===== config.mk =====
export PLATFORM = sky130hd
export DESIGN_NAME = axi_resp_fifo
export DESIGN_NICKNAME = d
export VERILOG_FILES = /design/src/rtl/axi_xbar_pkg.sv /design/src/rtl/fifo_ptr_ctrl.sv /design/src/rtl/axi_resp_fifo.sv
export SDC_FILE = /design/constraint.sdc
export NUM_CORES = 1
export LEC_CHECK = 0
export CORE_MARGIN = 1.5
export CORE_UTILIZATION = 45
export CTS_CLUSTER_SIZE = 14
export DETAILED_ROUTE_END_ITERATION = 16
export PLACE_DENSITY = 0.69
export SYNTH_ARGS = -nofsm -noshare
export SYNTH_HDL_FRONTEND = slang
export SYNTH_HIERARCHICAL = 1
export SYNTH_SLANG_ARGS = --single-unit

===== constraint.sdc =====
create_clock -name ACLK -period 4.88 [get_ports ACLK]
set_input_delay 0.488 -clock ACLK [delete_from_list [all_inputs] [get_ports ACLK]]
set_output_delay 0.488 -clock ACLK [all_outputs]
set_load 0.02 [all_outputs]

===== src/rtl/axi_xbar_pkg.sv =====
// Shared crossbar types: B-channel response codes, default widths and the packed B entry.
// Also carries small elaboration helpers used by the response-path blocks.
package axi_xbar_pkg;

   typedef enum logic [1:0] {
      OKAY   = 2'b00,
      EXOKAY = 2'b01,
      SLVERR = 2'b10,
      DECERR = 2'b11
   } resp_e;

   localparam int unsigned DEF_ID_WIDTH   = 4;
   localparam int unsigned DEF_RESP_WIDTH = 2;
   localparam int unsigned DEF_USER_WIDTH = 1;

   typedef struct packed {
      logic [DEF_ID_WIDTH-1:0]   id;
      logic [DEF_RESP_WIDTH-1:0] resp;
      logic [DEF_USER_WIDTH-1:0] user;
   } b_entry_t;

   // A zero-width sideband still occupies one (ignored) bit on the ports.
   function automatic int unsigned eff_width(input int unsigned w);
      return (w == 0) ? 1 : w;
   endfunction

   function automatic logic is_pow2(input int unsigned v);
      return 1'((v != 0) && ((v & (v - 1)) == 0));
   endfunction

endpackage


===== src/rtl/fifo_ptr_ctrl.sv =====
// Read/write pointer and occupancy control for a power-of-two FIFO.
// Occupancy, not pointer equality, decides full and empty.
module fifo_ptr_ctrl #(
   parameter  int unsigned DEPTH    = 4,
   parameter  int unsigned AF_LEVEL = DEPTH - 1,
   localparam int unsigned PW       = $clog2(DEPTH),
   localparam int unsigned CW       = $clog2(DEPTH + 1)
) (
   input  logic          clk_i,
   input  logic          rst_ni,
   input  logic          wr_req_i,
   input  logic          rd_req_i,
   output logic          push_o,
   output logic          pop_o,
   output logic [PW-1:0] rd_ptr_o,
   output logic [PW-1:0] wr_ptr_o,
   output logic [CW-1:0] count_o,
   output logic          full_o,
   output logic          empty_o,
   output logic          almost_full_o
);

   logic [PW-1:0] rd_ptr_q, rd_ptr_d;
   logic [PW-1:0] wr_ptr_q, wr_ptr_d;
   logic [CW-1:0] count_q, count_d;
   logic          af_q, af_d;

   assign empty_o = (count_q == '0);
   assign full_o  = (count_q == CW'(DEPTH));
   assign push_o  = wr_req_i & ~full_o;
   assign pop_o   = rd_req_i & ~empty_o;

   // Next-state: pointers wrap naturally since DEPTH is a power of two.
   always_comb begin
      rd_ptr_d = rd_ptr_q;
      wr_ptr_d = wr_ptr_q;
      count_d  = count_q;
      if (push_o) wr_ptr_d = wr_ptr_q + PW'(1);
      if (pop_o)  rd_ptr_d = rd_ptr_q + PW'(1);
      case ({push_o, pop_o})
         2'b10:   count_d = count_q + CW'(1);
         2'b01:   count_d = count_q - CW'(1);
         default: count_d = count_q;
      endcase
      af_d = (count_d >= CW'(AF_LEVEL));
   end

   always_ff @(posedge clk_i) begin
      if (!rst_ni) begin
         rd_ptr_q <= '0;
         wr_ptr_q <= '0;
         count_q  <= '0;
         af_q     <= 1'b0;
      end else begin
         rd_ptr_q <= rd_ptr_d;
         wr_ptr_q <= wr_ptr_d;
         count_q  <= count_d;
         af_q     <= af_d;
      end
   end

   assign rd_ptr_o      = rd_ptr_q;
   assign wr_ptr_o      = wr_ptr_q;
   assign count_o       = count_q;
   assign almost_full_o = af_q;

endmodule


===== src/rtl/axi_resp_fifo.sv =====
// AXI B-channel response FIFO between a slave return port and a master B channel.
// Optional zero-latency empty bypass is enabled by defining AXI_RESP_FIFO_BYPASS_EN.
module axi_resp_fifo
   import axi_xbar_pkg::*;
#(
   parameter  int unsigned DEPTH      = 4,
   parameter  int unsigned ID_WIDTH   = DEF_ID_WIDTH,
   parameter  int unsigned RESP_WIDTH = DEF_RESP_WIDTH,
   parameter  int unsigned USER_WIDTH = 0,
   parameter  int unsigned AF_LEVEL   = DEPTH - 1,
   localparam int unsigned UW         = eff_width(USER_WIDTH),
   localparam int unsigned CW         = $clog2(DEPTH + 1)
) (
   input  logic                  ACLK,
   input  logic                  ARESETn,
   input  logic [ID_WIDTH-1:0]   s_BID,
   input  logic [RESP_WIDTH-1:0] s_BRESP,
   input  logic [UW-1:0]         s_BUSER,
   input  logic                  s_valid,
   output logic                  s_ready,
   output logic [ID_WIDTH-1:0]   m_BID,
   output logic [RESP_WIDTH-1:0] m_BRESP,
   output logic [UW-1:0]         m_BUSER,
   output logic                  m_valid,
   input  logic                  m_ready,
   output logic [CW-1:0]         count,
   output logic                  almost_full
);

   localparam int unsigned EW = ID_WIDTH + RESP_WIDTH + UW;
   localparam int unsigned PW = $clog2(DEPTH);

   if (DEPTH < 2 || !is_pow2(DEPTH)) begin : g_bad_depth
      $error("axi_resp_fifo: DEPTH must be a power of two and at least 2");
   end
   if (AF_LEVEL < 1 || AF_LEVEL > DEPTH) begin : g_bad_af
      $error("axi_resp_fifo: AF_LEVEL must lie in 1..DEPTH");
   end

   logic [EW-1:0] mem_q [DEPTH];
   logic [EW-1:0] wr_entry_c;
   logic [EW-1:0] head_c;
   logic [PW-1:0] rd_ptr;
   logic [PW-1:0] wr_ptr;
   logic          push, pop, full, empty;
   logic          bypass_c, wr_req_c;

   // A zero-width user field is stored as a constant zero.
   assign wr_entry_c = {s_BID, s_BRESP, (USER_WIDTH == 0) ? UW'(0) : s_BUSER};

`ifdef AXI_RESP_FIFO_BYPASS_EN
   assign bypass_c = empty & s_valid & m_ready;
   assign m_valid  = ~empty | s_valid;
   assign head_c   = empty ? wr_entry_c : mem_q[rd_ptr];
`else
   assign bypass_c = 1'b0;
   assign m_valid  = ~empty;
   assign head_c   = mem_q[rd_ptr];
`endif

   // A bypassed entry is consumed on the spot and never written.
   assign wr_req_c = s_valid & ~bypass_c;
   assign s_ready  = ~full;

   fifo_ptr_ctrl #(
      .DEPTH    (DEPTH),
      .AF_LEVEL (AF_LEVEL)
   ) u_ptr_ctrl (
      .clk_i         (ACLK),
      .rst_ni        (ARESETn),
      .wr_req_i      (wr_req_c),
      .rd_req_i      (m_ready),
      .push_o        (push),
      .pop_o         (pop),
      .rd_ptr_o      (rd_ptr),
      .wr_ptr_o      (wr_ptr),
      .count_o       (count),
      .full_o        (full),
      .empty_o       (empty),
      .almost_full_o (almost_full)
   );

   always_ff @(posedge ACLK) begin
      if (!ARESETn) begin
         for (int unsigned i = 0; i < DEPTH; i++) mem_q[i] <= '0;
      end else if (push) begin
         mem_q[wr_ptr] <= wr_entry_c;
      end
   end

   assign m_BID   = head_c[EW-1 -: ID_WIDTH];
   assign m_BRESP = head_c[UW +: RESP_WIDTH];
   assign m_BUSER = head_c[UW-1:0];

   a_svalid_hold: assert property (@(posedge ACLK) disable iff (!ARESETn)
      (s_valid && !s_ready) |=> s_valid);
   a_no_x_ctrl: assert property (@(posedge ACLK) disable iff (!ARESETn)
      !$isunknown({s_valid, m_ready}));
   a_pop_valid: assert property (@(posedge ACLK) disable iff (!ARESETn)
      pop |-> m_valid);

endmodule

==> flow_summary.yaml <==
synthesis:
  postSynth.asyncResetShare: 0
  synth-seq-cells: 32
  syn_inst: 123
  ys.flop_type: "edfxtp_1"
  synth_edf_count: 24
  syn-cell-area_um2: 1510
  synth_nets: 136
  ys_types: 35
  yosysSeqAreaShare: 0.582
  avgSynthCellArea_um2: 12.3
  ys_warn_count: 6
pwr:
  power.switching_uw: 297
  internal_power_uw: 573
  clockPowerShare: 0.177
  switching_share: 0.342
  p_leak_nw: 0.682
  power_density_nw_per_um2: 484
  comb_power_share: 0.375
  ir_drop_v: 0.000268
  power.total_uw: 870
  pwr-share-seq: 0.448
finish:
  final_area_um2: 1800
  final_cell_mix: "edfxtp_1 (24), clkdlybuf4s50_1 (21), nor2_1 (14)"
  fill_cells: 283
  layout_commonest_cell: "edfxtp_1"
  syn2layout_area_growth_pct: 18.9
  finalNetCount: 159
  drive_gt1_frac: 0.129
  n_antenna_cell: 0
drt:
  via_count: 1002
  drc: 0
  wl_per_cell_um: 14.7
  routed_wl_um: 2800
  via_per_inst: 5.25
  postRouteAntennaNets: 0
  drtIter0Drc: 39
  drtPass1Iterations: 5
sta:
  rsz0062_at_grt: "no"
  fin_ws_ps: 2290
  holdWs_ps: 570
  skew_ps: 13.5
  setup_viol: 0
  layout_min_cycle_time_ps: 2590
  final_max_slew_viol_count: 0
  period_share: 0.531
  fmax_mhz: 386
  tns_ps: 0
  max_slew_margin: 0.280
  worst_pin_slew_ps: 1070
  hold_viol: 0
setup_path:
  cp.required_ps: 4390
  end_kind: "output pin"
  worstSetupStartpointType: "register"
  crit_slowest_cell: "dfxtp_1"
  crit_chain: "mux4_2, clkdlybuf4s50_1"
  critical_path_class: "register to output pin"
  arrival_ps: 2110
  critPathMaxFanout: 9
  slowest_delay_ps: 650
die:
  die_h_um: 61.0
  fp.dieArea_um2: 3720
  die_w_um: 61.0
  start_util: 0.484
  ios: 24
  core_area_um2: 3130
  rows: 20
clock_network:
  cts_buffers: 5
  cts_tree: "yes"
  cts_resized: 0
  cts-root-buf: "clkbuf_4"
  postCtsSetupRepairBufs: 0
  clk_transition_reported_paths_ps: 80
  cts.path.max_buffers: 2
  clock_latency_ps: 330
  clock-sinks: 32
  cts_hold_buf: 0
  htreeDepth: 2
placed_design:
  gp_congestion: 0.806
  io_buffers: 21
  place_ws_ps: 2070
  detailed_place_hpwl_um: 2060
  placed_area_um2: 1740
global_route:
  antenna_found_initial: 0
  grt_pass1_vias: 1017
  grt_remaining_overflow: 0
  grt_max_degree: 18
  grt_pass1_wl_um: 4510
  grt_use_total: 0.179
outcome:
  status: "finished clean"
flow_run:
  drv_cap: 0
hold_path:
  hp-class: "register to register"
[synth_stat cells (3+ instances only)]
cell type	instances	share of area
edfxtp_1	24	0.48
nor2_1	14	0.035
nand2_1	9	0.022
dfxtp_1	8	0.11
inv_1	8	0.020
mux4_2	6	0.089
o21ai_0	5	0.017
a21oi_1	4	0.013
nand3_1	4	0.013
and3_1	3	0.012
buf_2	3	0.0099
nand2b_1	3	0.012
nor2_2	3	0.012
nor3_1	3	0.0099
or3_1	3	0.012
[final cells by class]
cell class | instances | area (um^2) | area share
inverters | 8 | 30.0 | 0.0167
well taps | 44 | 55.1 | 0.0306
multi-input cells | 77 | 557 | 0.309
clock inverters | 1 | 3.75 | 0.00209
repair buffers | 22 | 218 | 0.121
flip-flops and latches | 32 | 881 | 0.490
clock buffers | 7 | 55.1 | 0.0306
[state kept, by name, summed over array words and instances, names as in the netlist]
register	count
u_ptr_ctrl/wr_ptr_o	2
u_ptr_ctrl/count_o	3
u_ptr_ctrl/rd_ptr_o	2
mem_q	24
u_ptr_ctrl/almost_full_o	1
[through the flow]
| step | instances | utilization |
|---|---|---|
| after floorplan | 123 | - |
| after global placement | 183 | 0.556 |
| after detailed placement | 183 | 0.556 |
| after CTS | 191 | 0.575 |
| after global routing | 191 | 0.575 |
| final | 191 | 0.575 |
[critical path: cells and delay by family, from the launching register on]
kind	cells	cell delay [ps]
muxes	1	570
buffers and inverters	1	560
DFF	1	650
[final timing paths]
kind	from	end	slack, ps	depth (start not counted)
setup reg to reg	u_ptr_ctrl/count_o[0]	u_ptr_ctrl/count_o[2]	2440	8
setup / recovery	u_ptr_ctrl/rd_ptr_o[0]	m_BRESP[0]	2290	2
hold / removal	u_ptr_ctrl/count_o[2]	u_ptr_ctrl/almost_full_o	570	2
hold reg to reg	u_ptr_ctrl/count_o[2]	u_ptr_ctrl/almost_full_o	570	2
[cell families after synthesis]
group | Yosys count | share of synthesized area
simple gates | 51 | 0.183
flops | 32 | 0.582
buf+inv | 14 | 0.0496
compound gates | 13 | 0.0471
mux | 8 | 0.103
fa+ha+maj | 2 | 0.0215
xor+xnor | 2 | 0.0116
other cells | 1 | 0.00248
[power by group through the flow]
stage                     clock network [mW]  logic (mW)  registers [mW]
final                                  0.154       0.326           0.390
after global routing                   0.169       0.353           0.399
after CTS                              0.158       0.329           0.391
after detailed placement                   0       0.326           0.397
after global placement                     0       0.316           0.393
after floorplan                            0       0.219           0.386
[metal layers]
layer | up-vias | global-route usage | wire (um)
met4 | 0 | 0.0839 | 60
li1 | 491 | - | -
met1 | 487 | 0.210 | 1220
met2 | 20 | 0.303 | 1420
met3 | 4 | 0.0512 | 94
met5 | - | 0 | 0
No activity file was read; power rests on OpenSTA's default activity.
